**src/rtl/kd_sort_ctrl.sv**
```systemverilog
// Sequencer for a kd-tree compare-exchange sort: walks every parent node once
// per pass, feeds an external CE element and repeats passes until clean.
module kd_sort_ctrl #(
    parameter int dim        = 3,
    parameter int data_range = 255,
    parameter int NODES      = 7,
    parameter int MAX_PASSES = 8,
    localparam int dim_size    = $clog2(data_range),
    localparam int center_size = dim * dim_size,
    localparam int axis_size   = $clog2(dim),
    localparam int IW          = $clog2(NODES),
    localparam int PW          = $clog2(MAX_PASSES) + 1
) (
    input  logic                   clk,
    input  logic                   rst,
    input  logic                   start,
    input  logic                   load_valid,
    input  logic [IW-1:0]          load_idx,
    input  logic [center_size-1:0] load_data,
    output logic                   load_ready,
    input  logic [IW-1:0]          rd_idx,
    output logic [center_size-1:0] rd_data,
    output logic                   busy,
    output logic                   done,
    output logic                   converged,
    output logic [PW-1:0]          pass_count,
    output logic                   ce_en,
    output logic                   ce_sorting,
    output logic                   ce_left_en,
    output logic                   ce_right_en,
    output logic [center_size-1:0] ce_left,
    output logic [center_size-1:0] ce_parent,
    output logic [center_size-1:0] ce_right,
    output logic [axis_size-1:0]   ce_axis,
    input  logic                   ce_stable,
    input  logic                   ce_left_switch,
    input  logic                   ce_parent_switch,
    input  logic                   ce_right_switch,
    input  logic [center_size-1:0] ce_new_left,
    input  logic [center_size-1:0] ce_new_parent,
    input  logic [center_size-1:0] ce_new_right
);

    typedef enum logic [2:0] {
        S_IDLE, S_ISSUE, S_CAPTURE, S_CHECK, S_DONE
    } state_t;

    localparam logic [IW+1:0] NODES_W = (IW+2)'(NODES);

    state_t                   r_state;
    logic [center_size-1:0]   r_node [NODES];
    logic [IW-1:0]            r_p;
    logic [axis_size-1:0]     r_axis;
    logic [PW-1:0]            r_pass;
    logic                     r_dirty;
    logic                     r_conv;

    logic [IW+1:0] w_p, w_l, w_r, w_nx;
    logic          w_l_en, w_r_en, w_new_lvl, w_sw;
    logic          w_ld_ok, w_rd_ok;
    logic          w_unused;

    assign w_unused  = ce_stable;
    assign w_p       = (IW+2)'(r_p);
    assign w_l       = {1'b0, r_p, 1'b1};
    assign w_r       = w_l + 1'b1;
    assign w_nx      = w_r + 1'b1;
    assign w_l_en    = w_l < NODES_W;
    assign w_r_en    = w_r < NODES_W;
    // Next node starts a new tree level when p+2 is a power of two
    assign w_new_lvl = ((w_p + 1'b1) & (w_p + 2'd2)) == '0;
    assign w_sw      = ce_parent_switch | (w_l_en & ce_left_switch)
                     | (w_r_en & ce_right_switch);
    assign w_ld_ok   = {2'b00, load_idx} < NODES_W;
    assign w_rd_ok   = {2'b00, rd_idx} < NODES_W;

    assign busy       = r_state != S_IDLE;
    assign load_ready = ~busy;
    assign done       = r_state == S_DONE;
    assign converged  = r_conv;
    assign pass_count = r_pass;
    assign rd_data    = w_rd_ok ? r_node[rd_idx] : '0;

    always_comb begin
        ce_en       = 1'b0;
        ce_sorting  = 1'b0;
        ce_left_en  = 1'b0;
        ce_right_en = 1'b0;
        ce_left     = '0;
        ce_parent   = '0;
        ce_right    = '0;
        ce_axis     = '0;
        if (r_state == S_ISSUE) begin
            ce_en       = 1'b1;
            ce_sorting  = 1'b1;
            ce_left_en  = w_l_en;
            ce_right_en = w_r_en;
            ce_parent   = r_node[r_p];
            ce_axis     = r_axis;
            if (w_l_en) ce_left  = r_node[w_l[IW-1:0]];
            if (w_r_en) ce_right = r_node[w_r[IW-1:0]];
        end
    end

    always_ff @(posedge clk or posedge rst) begin
        if (rst) begin
            r_state <= S_IDLE;
            r_p     <= '0;
            r_axis  <= '0;
            r_pass  <= '0;
            r_dirty <= 1'b0;
            r_conv  <= 1'b0;
            for (int i = 0; i < NODES; i++) r_node[i] <= '0;
        end else begin
            unique case (r_state)
                S_IDLE: begin
                    if (load_valid && w_ld_ok) r_node[load_idx] <= load_data;
                    if (start) begin
                        r_state <= S_ISSUE;
                        r_p     <= '0;
                        r_axis  <= '0;
                        r_pass  <= PW'(1);
                        r_dirty <= 1'b0;
                        r_conv  <= 1'b0;
                    end
                end
                S_ISSUE: r_state <= S_CAPTURE;
                S_CAPTURE: begin
                    r_node[r_p] <= ce_new_parent;
                    if (w_l_en) r_node[w_l[IW-1:0]] <= ce_new_left;
                    if (w_r_en) r_node[w_r[IW-1:0]] <= ce_new_right;
                    r_dirty <= r_dirty | w_sw;
                    if (w_nx < NODES_W) begin
                        r_p     <= r_p + 1'b1;
                        r_state <= S_ISSUE;
                        if (w_new_lvl)
                            r_axis <= (r_axis == axis_size'(dim - 1))
                                    ? '0 : r_axis + 1'b1;
                    end else begin
                        r_state <= S_CHECK;
                    end
                end
                S_CHECK: begin
                    if (r_dirty && r_pass < PW'(MAX_PASSES)) begin
                        r_pass  <= r_pass + 1'b1;
                        r_p     <= '0;
                        r_axis  <= '0;
                        r_dirty <= 1'b0;
                        r_state <= S_ISSUE;
                    end else begin
                        r_conv  <= ~r_dirty;
                        r_state <= S_DONE;
                    end
                end
                S_DONE:  r_state <= S_IDLE;
                default: r_state <= S_IDLE;
            endcase
        end
    end

endmodule

```
**config.mk**
```make
export PLATFORM = sky130hd
export DESIGN_NAME = kd_sort_ctrl
export DESIGN_NICKNAME = d
export VERILOG_FILES = /design/src/rtl/kd_sort_ctrl.sv
export SDC_FILE = /design/constraint.sdc
export NUM_CORES = 1
export LEC_CHECK = 0
export ABC_AREA = 1
export BUFFER_PORTS_ARGS = -buffer_cell sky130_fd_sc_hd__buf_2
export CAP_MARGIN = 40
export CORE_MARGIN = 2
export CORE_UTILIZATION = 30
export DETAILED_ROUTE_END_ITERATION = 10
export GPL_TIMING_DRIVEN = 0
export PLACE_DENSITY = 0.57
export SLEW_MARGIN = 25
export SYNTH_ARGS = -nofsm -noshare
export SYNTH_HDL_FRONTEND = slang
export SYNTH_SLANG_ARGS = --single-unit
```
**constraint.sdc**
```tcl
create_clock -name clk -period 6.7 [get_ports clk]
set_clock_uncertainty 0.2 [all_clocks]
set_input_delay 0.67 -clock clk [delete_from_list [all_inputs] [get_ports clk]]
set_output_delay 0.67 -clock clk [all_outputs]
set_load 0.01 [all_outputs]
```
==> impl_metrics.json, run 1 <==
{
  "combPwrFrac_pct": 64.8,
  "cp-endpoint": "ce_right[5]",
  "slowest_delay_ns": 0.73,
  "numCtsBuffers": 17,
  "switchingPower_uw": 5920,
  "crit_path_max_fanout": 12,
  "clockBufferDepth": 2,
  "final_cell_mix": "nand2_1 (945), nand3_1 (457), buf_2 (329)",
  "ys.flop_type": "dfrtp_1",
  "leakagePower_uw": 0.0103,
  "drt_iter0_drc": 3245,
  "intPower_uw": 4190,
  "hpwl_um": 88600,
  "io_buffers": 213,
  "syn_nets": 3152,
  "grt_max_degree": 90,
  "p_seq_share_pct": 24.3,
  "multiInputGateArea_sq_mm": 0.0107,
  "synth.top_cell.area_share_pct": 26.2,
  "drc": 0,
  "setup_violations": 0,
  "grt_pass1_wl_um": 151000,
  "startpoint_type": "flop",
  "async_flop_share_pct": 100,
  "max_cap_violations": 0,
  "crit_type": "flop to output pin",
  "grtUsageTotal_pct": 35.3,
  "die-width_um": 245,
  "cts_tree": "yes",
  "worstReg2RegEnd": "r_node[52]",
  "slew_violations": 0,
  "wl_per_cell_um": 26.7,
  "r2r-start": "r_p[1]",
  "holdWs_ns": 0.279,
  "finalHoldViolCount": 0,
  "finalCritPeriodShare_pct": 78.7,
  "via_per_inst": 5.65,
  "arrival_ns": 4.40,
  "antenna_found_initial": 7,
  "seqCellArea_sq_mm": 0.00455,
  "switching_share_pct": 58.6,
  "ys.warnings.count": 0,
  "tightestPinTransition_ns": 0.977,
  "fin_tns_setup_ns": 0,
  "clk-insertion-delay-late_ns": 0.51,
  "synth_area_per_cell_sq_um": 5.73,
  "io_pins": 220,
  "slew-limit-headroom_pct": 34.9,
  "detail-route-antenna-nets": 0,
  "status": "finished, final reports clean",
  "reg2reg_depth": 9,
  "cts_resized": 0,
  "synth_edf_count": 0,
  "cp_num_buf_inv": 8,
  "fin_nets": 3395,
  "h-tree-depth": 4,
  "overflow": 0,
  "die_y_um": 245,
  "via_count": 22921,
  "synth_top_area_cell": "dfrtp_1",
  "r2r_setup_slack_ns": 2.63,
  "rsz0062_at_grt": "false",
  "dieArea_sq_mm": 0.0599,
  "routed_wl_um": 108000,
  "core_area_sq_mm": 0.0575,
  "final_common_cell": "nand2_1",
  "hp-class": "primary input to flop",
  "worstPathRequired_ns": 5.83,
  "max_freq_mhz": 190,
  "path_cells": "inv_2 -> buf_2 -> clkbuf_1 -> ha_1 -> inv_1 -> clkbuf_1 -> clkbuf_1 -> nand2_1 -> nand2_1 -> nand2_1 -> inv_1 -> buf_2",
  "syn_area_sq_mm": 0.0174,
  "initial_core_util_pct": 30.3,
  "grt_pass1_vias": 21451,
  "cts_sinks": 182,
  "ir_worst_vdd_uv": 248,
  "pwr-share-clk_pct": 10.9,
  "num-fill-cells": 6560,
  "cts-root-buf": "clkbuf_16",
  "min_period_ns": 5.27,
  "worst_path_max_delay_cell": "clkbuf_1",
  "end_kind": "output pin",
  "yosysSeqAreaShare_pct": 26.2,
  "ys_ff_latch": 182,
  "synthToLayoutAreaGrowth_pct": 16.1,
  "startpoint": "r_p[1]",
  "cts.clk_slew.worst_paths_ns": 0.07,
  "synth_cells": 3036,
  "crit_family": "buffers and inverters",
  "cp_num_cells": 12,
  "yosys.cell_types.count": 43,
  "power_density_mw_per_mm2": 501,
  "place_congestion": 1.05,
  "final_layout_size_suffix_gt1_share_pct": 13.3,
  "synth.area.top_cells": "dfrtp_1 (26%), nand2_1 (20%), nand3_1 (13%)",
  "rows": 88,
  "drt_pass1_iterations": 8
}
[per-stage QoR]
step / cells / cell area [sq um] / setup slack, ns / util [%] / total power (uW)
after floorplan: 3036 / 17400 / 0.886 / - / 6040
after global placement: 4014 / 19400 / -1.94 / 33.8 / 8640
after detailed placement: 4024 / 19600 / 2.16 / 34.0 / 8700
after CTS: 4056 / 20200 / 1.61 / 35.1 / 9820
after global routing: 4056 / 20200 / 1.51 / 35.1 / 10700
final: 4060 / 20200 / 1.43 / 35.1 / 10100
[layer usage]
metal	wire length (um)	vias up	share of wire (%)	track usage [%]
met5	13	-	0.012	0
met4	6610	2	6.1	20.7
met3	13400	331	12	11.0
met2	45900	1587	42	53.1
met1	42300	10585	39	44.3
li1	-	10416	-	-
[cells by family (layout without fill, tap and decap cells)]
kind of cell / after synthesis / after routing / synth area share, %
other cells: 0 / 4 / 0
simple gates: 1761 / 1761 / 43.1
compound gates: 580 / 580 / 17.9
fa+ha+maj: 6 / 6 / 0.432
flops: 182 / 182 / 26.2
buf+inv: 507 / 762 / 12.4
[state kept, by name, indices dropped and copies added (netlist names)]
register	flops
pass_count	4
r_state	3
r_axis	2
r_dirty	1
converged	1
r_node	168
r_p	3
[worst min path at each step]
stage	from	to	slack, ns	cells past startpoint
floorplan	r_node[145]	r_node[145]	0.26	2
global placement	r_node[159]	r_node[159]	0.29	2
detailed placement	r_axis[0]	r_axis[0]	0.29	2
CTS	start	pass_count[3]	0.26	4
global route	start	pass_count[3]	0.31	4
finish	start	pass_count[3]	0.28	4
[power groups by stage]
stage / logic, uW / clock network, uW / registers [uW]
finish: 6560 / 1100 / 2460
global route: 7040 / 1140 / 2480
CTS: 6330 / 1110 / 2380
detailed placement: 6310 / 0 / 2400
global placement: 6250 / 0 / 2390
floorplan: 4000 / 0 / 2040
[cell usage after synthesis (11+ instances only)]
library cell	n
clkbuf_1	83
nand3_1	457
a21oi_1	223
buf_1	12
dfrtp_1	182
nand2_1	945
o21ai_1	15
buf_2	116
a22oi_1	16
o21a_1	21
o211ai_1	11
o21ai_0	258
nor2_1	258
inv_1	252
buf_4	24
nand4_1	63
inv_2	11
o22ai_1	18
[repair_timing]
action	CTS	global route
buffers inserted	0	0
endpoints found under the hold margin	7	0
hold buffers	1	0
[worst register-to-register path: stages, from the launching register on]
cell      delay, ns
dfrtp_1        0.45
inv_2          0.10
buf_2          0.36
clkbuf_1       0.74
ha_1           0.41
clkbuf_1       0.74
clkbuf_1       0.60
nand3_1        0.18
nand3_1        0.13
a21oi_1        0.06
[layout make-up]
cell class	count	area share, %
sequential	182	22.6
clock inverter	12	0.762
clock buffer	19	2.19
inverter	271	5.09
tap	765	4.74
multi-input combinational	2347	52.9
antenna	4	0.0496
buffer	236	5.59
timing repair buffer	224	6.09
No activity file was read; power rests on OpenSTA's default activity.
==> run 2: changes to the inputs <==
--- a/config.mk
+++ b/config.mk
@@ -12,7 +12,7 @@
 export CORE_UTILIZATION = 30
 export DETAILED_ROUTE_END_ITERATION = 10
 export GPL_TIMING_DRIVEN = 0
-export PLACE_DENSITY = 0.57
+export PLACE_DENSITY = 0.59
 export SLEW_MARGIN = 25
 export SYNTH_ARGS = -nofsm -noshare
 export SYNTH_HDL_FRONTEND = slang
==> constraint.sdc (replaced) <==
create_clock -name clk -period 4.7 [get_ports clk]
set_clock_uncertainty 0.2 [all_clocks]
set_input_delay 0.47 -clock clk [delete_from_list [all_inputs] [get_ports clk]]
set_output_delay 0.47 -clock clk [all_outputs]
set_load 0.01 [all_outputs]
==> impl_metrics.json, run 2 (synthesis gave the netlist of run 1 again) <==
{
  "antenna_cells": 0,
  "min_period_ns": 4.57,
  "power_density_mw_per_mm2": 715,
  "dieArea_sq_mm": 0.0599,
  "multiInputGateArea_sq_mm": 0.0107,
  "routed_wl_um": 112000,
  "rows": 88,
  "tightestPinTransition_ns": 0.940,
  "core_area_sq_mm": 0.0575,
  "worst_path_max_delay_cell": "dfrtp_1",
  "crit_family": "buffers and inverters",
  "antenna_found_initial": 2,
  "drt_pass1_iterations": 6,
  "hp-class": "primary input to flop",
  "num-fill-cells": 6517,
  "arrival_ns": 3.90,
  "finalHoldViolCount": 0,
  "io_buffers": 213,
  "final_common_cell": "nand2_1",
  "max_cap_violations": 0,
  "wl_per_cell_um": 27.5,
  "clk-insertion-delay-late_ns": 0.52,
  "io_pins": 220,
  "die-width_um": 245,
  "h-tree-depth": 4,
  "final_cell_mix": "nand2_1 (945), nand3_1 (457), buf_2 (329)",
  "slowest_delay_ns": 0.55,
  "cts_setup_buffers": 0,
  "initial_core_util_pct": 30.3,
  "grt_pass1_vias": 21155,
  "rsz0062_at_grt": "false",
  "setup_violations": 0,
  "grt_max_degree": 32,
  "die_y_um": 245,
  "path_cells": "inv_2 -> buf_2 -> buf_4 -> buf_2 -> ha_1 -> inv_1 -> clkbuf_2 -> clkbuf_2 -> nand2_1 -> nand2_1 -> nand2_1 -> inv_1 -> buf_2",
  "startpoint_type": "flop",
  "clockBufferDepth": 2,
  "grtUsageTotal_pct": 36.6,
  "grt_pass1_wl_um": 155000,
  "drc": 0,
  "regMostFlops": "r_node",
  "slew_violations": 0,
  "crit_path_max_fanout": 11,
  "via_per_inst": 5.62,
  "overflow": 0,
  "cts_sinks": 182,
  "cp_num_buf_inv": 9,
  "largest_reg_flops": 168,
  "finalCritPeriodShare_pct": 97.3,
  "end_kind": "output pin",
  "ir_worst_vdd_uv": 362,
  "max_freq_mhz": 219,
  "cts.clk_slew.worst_paths_ns": 0.08,
  "hpwl_um": 92800,
  "place_congestion": 1.02,
  "cts-root-buf": "clkbuf_16",
  "grt_use_met1_pct": 48.9,
  "grt_use_met2_pct": 55.5,
  "detail-route-antenna-nets": 0,
  "synthToLayoutAreaGrowth_pct": 17.1,
  "cts_tree": "yes",
  "status": "finished, final reports clean",
  "use_met3_pct": 8.03,
  "numCtsBuffers": 17,
  "worstPathRequired_ns": 4.03,
  "seqCellArea_sq_mm": 0.00455,
  "power_uw": 14600,
  "crit_type": "flop to output pin",
  "slew-limit-headroom_pct": 37.3,
  "drt_iter0_drc": 3642,
  "via_count": 22890,
  "fin_tns_setup_ns": 0,
  "top_usage_layer": "met2",
  "final_layout_size_suffix_gt1_share_pct": 13.8,
  "fin_nets": 3409,
  "r2r_setup_slack_ns": 0.71,
  "leakagePower_uw": 0.0104
}
-- run 2: cell types whose count changed in the layout (fill, tap and decap cells not counted), moves of 2 or more --
cell | before | now
clkbuf_2 | 0 | 3
buf_12 | 0 | 6
diode_2 | 4 | 0
buf_6 | 7 | 15
inv_6 | 1 | 4
clkbuf_1 | 84 | 81
bufinv_16 | 3 | 1
-- run 2: metrics by stage --
step / hold slack (ns) / utilization (%) / instances / area [sq um] / setup slack (ns)
finish: 0.0639 / 35.4 / 4071 / 20400 / 0.126
global route: 0.135 / 35.4 / 4071 / 20400 / 0.0213
CTS: 0.0555 / 35.4 / 4070 / 20300 / 0.210
detailed placement: 0.271 / 34.4 / 4037 / 19800 / 0.322
global placement: 0.281 / 33.8 / 4014 / 19400 / 0.196
floorplan: 0.264 / - / 3036 / 17400 / 1.69
-- run 2: timing repair --
action,4_1_cts,5_1_grt
gates resized for setup,2,1
endpoints found under the setup margin,10,1
hold buffers,1,0
hold endpoints to repair,10,0
-- run 2: worst register-to-register path: cells and delay by family, from the launching register on --
family,cells,cell delay [ns]
and+or+nand+nor,2,0.36
buffers and inverters,7,2.46
AOI/OAI and AO/OA,1,0.07
adders and majority gates,1,0.23
DFF,1,0.55
-- run 2: per-layer routing --
metal	part of all wire [%]	up-vias	routed length [um]
met2	43	1515	47900
met3	11	305	12700
li1	-	10428	-
met4	5.2	4	5870
met5	0.024	-	27
met1	41	10638	45500
-- run 2: power breakdown --
| group | internal [uW] | switching [uW] | leakage, uW |
|---|---|---|---|
| registers | 2300 | 1250 | 0.00220 |
| logic | 2860 | 6620 | 0.00795 |
| clock network | 761 | 757 | 0.000281 |
| total | 5930 | 8630 | 0.0104 |
-- run 2: path summary, 6_finish.rpt --
kind | endpoint | cells after the start | start
min in group asynchronous | r_node[160] | 3 | rst
worst max register to register | r_node[0] | 11 | r_p[0]
worst min-delay path | pass_count[3] | 4 | start
worst min register to register | r_axis[0] | 2 | r_axis[0]
max in group asynchronous | r_node[27] | 6 | rst
worst max-delay path | ce_right[5] | 13 | r_p[0]
-- run 2: cell type report --
type                            count  area share (%)
Tap cell                          765            4.70
Sequential cell                   182            22.4
Inverter                          271            5.03
Buffer                            236            5.56
Clock inverter                     13           0.596
Multi-Input combinational cell   2347            52.5
Timing Repair Buffer              238            7.01
Clock buffer                       19            2.23
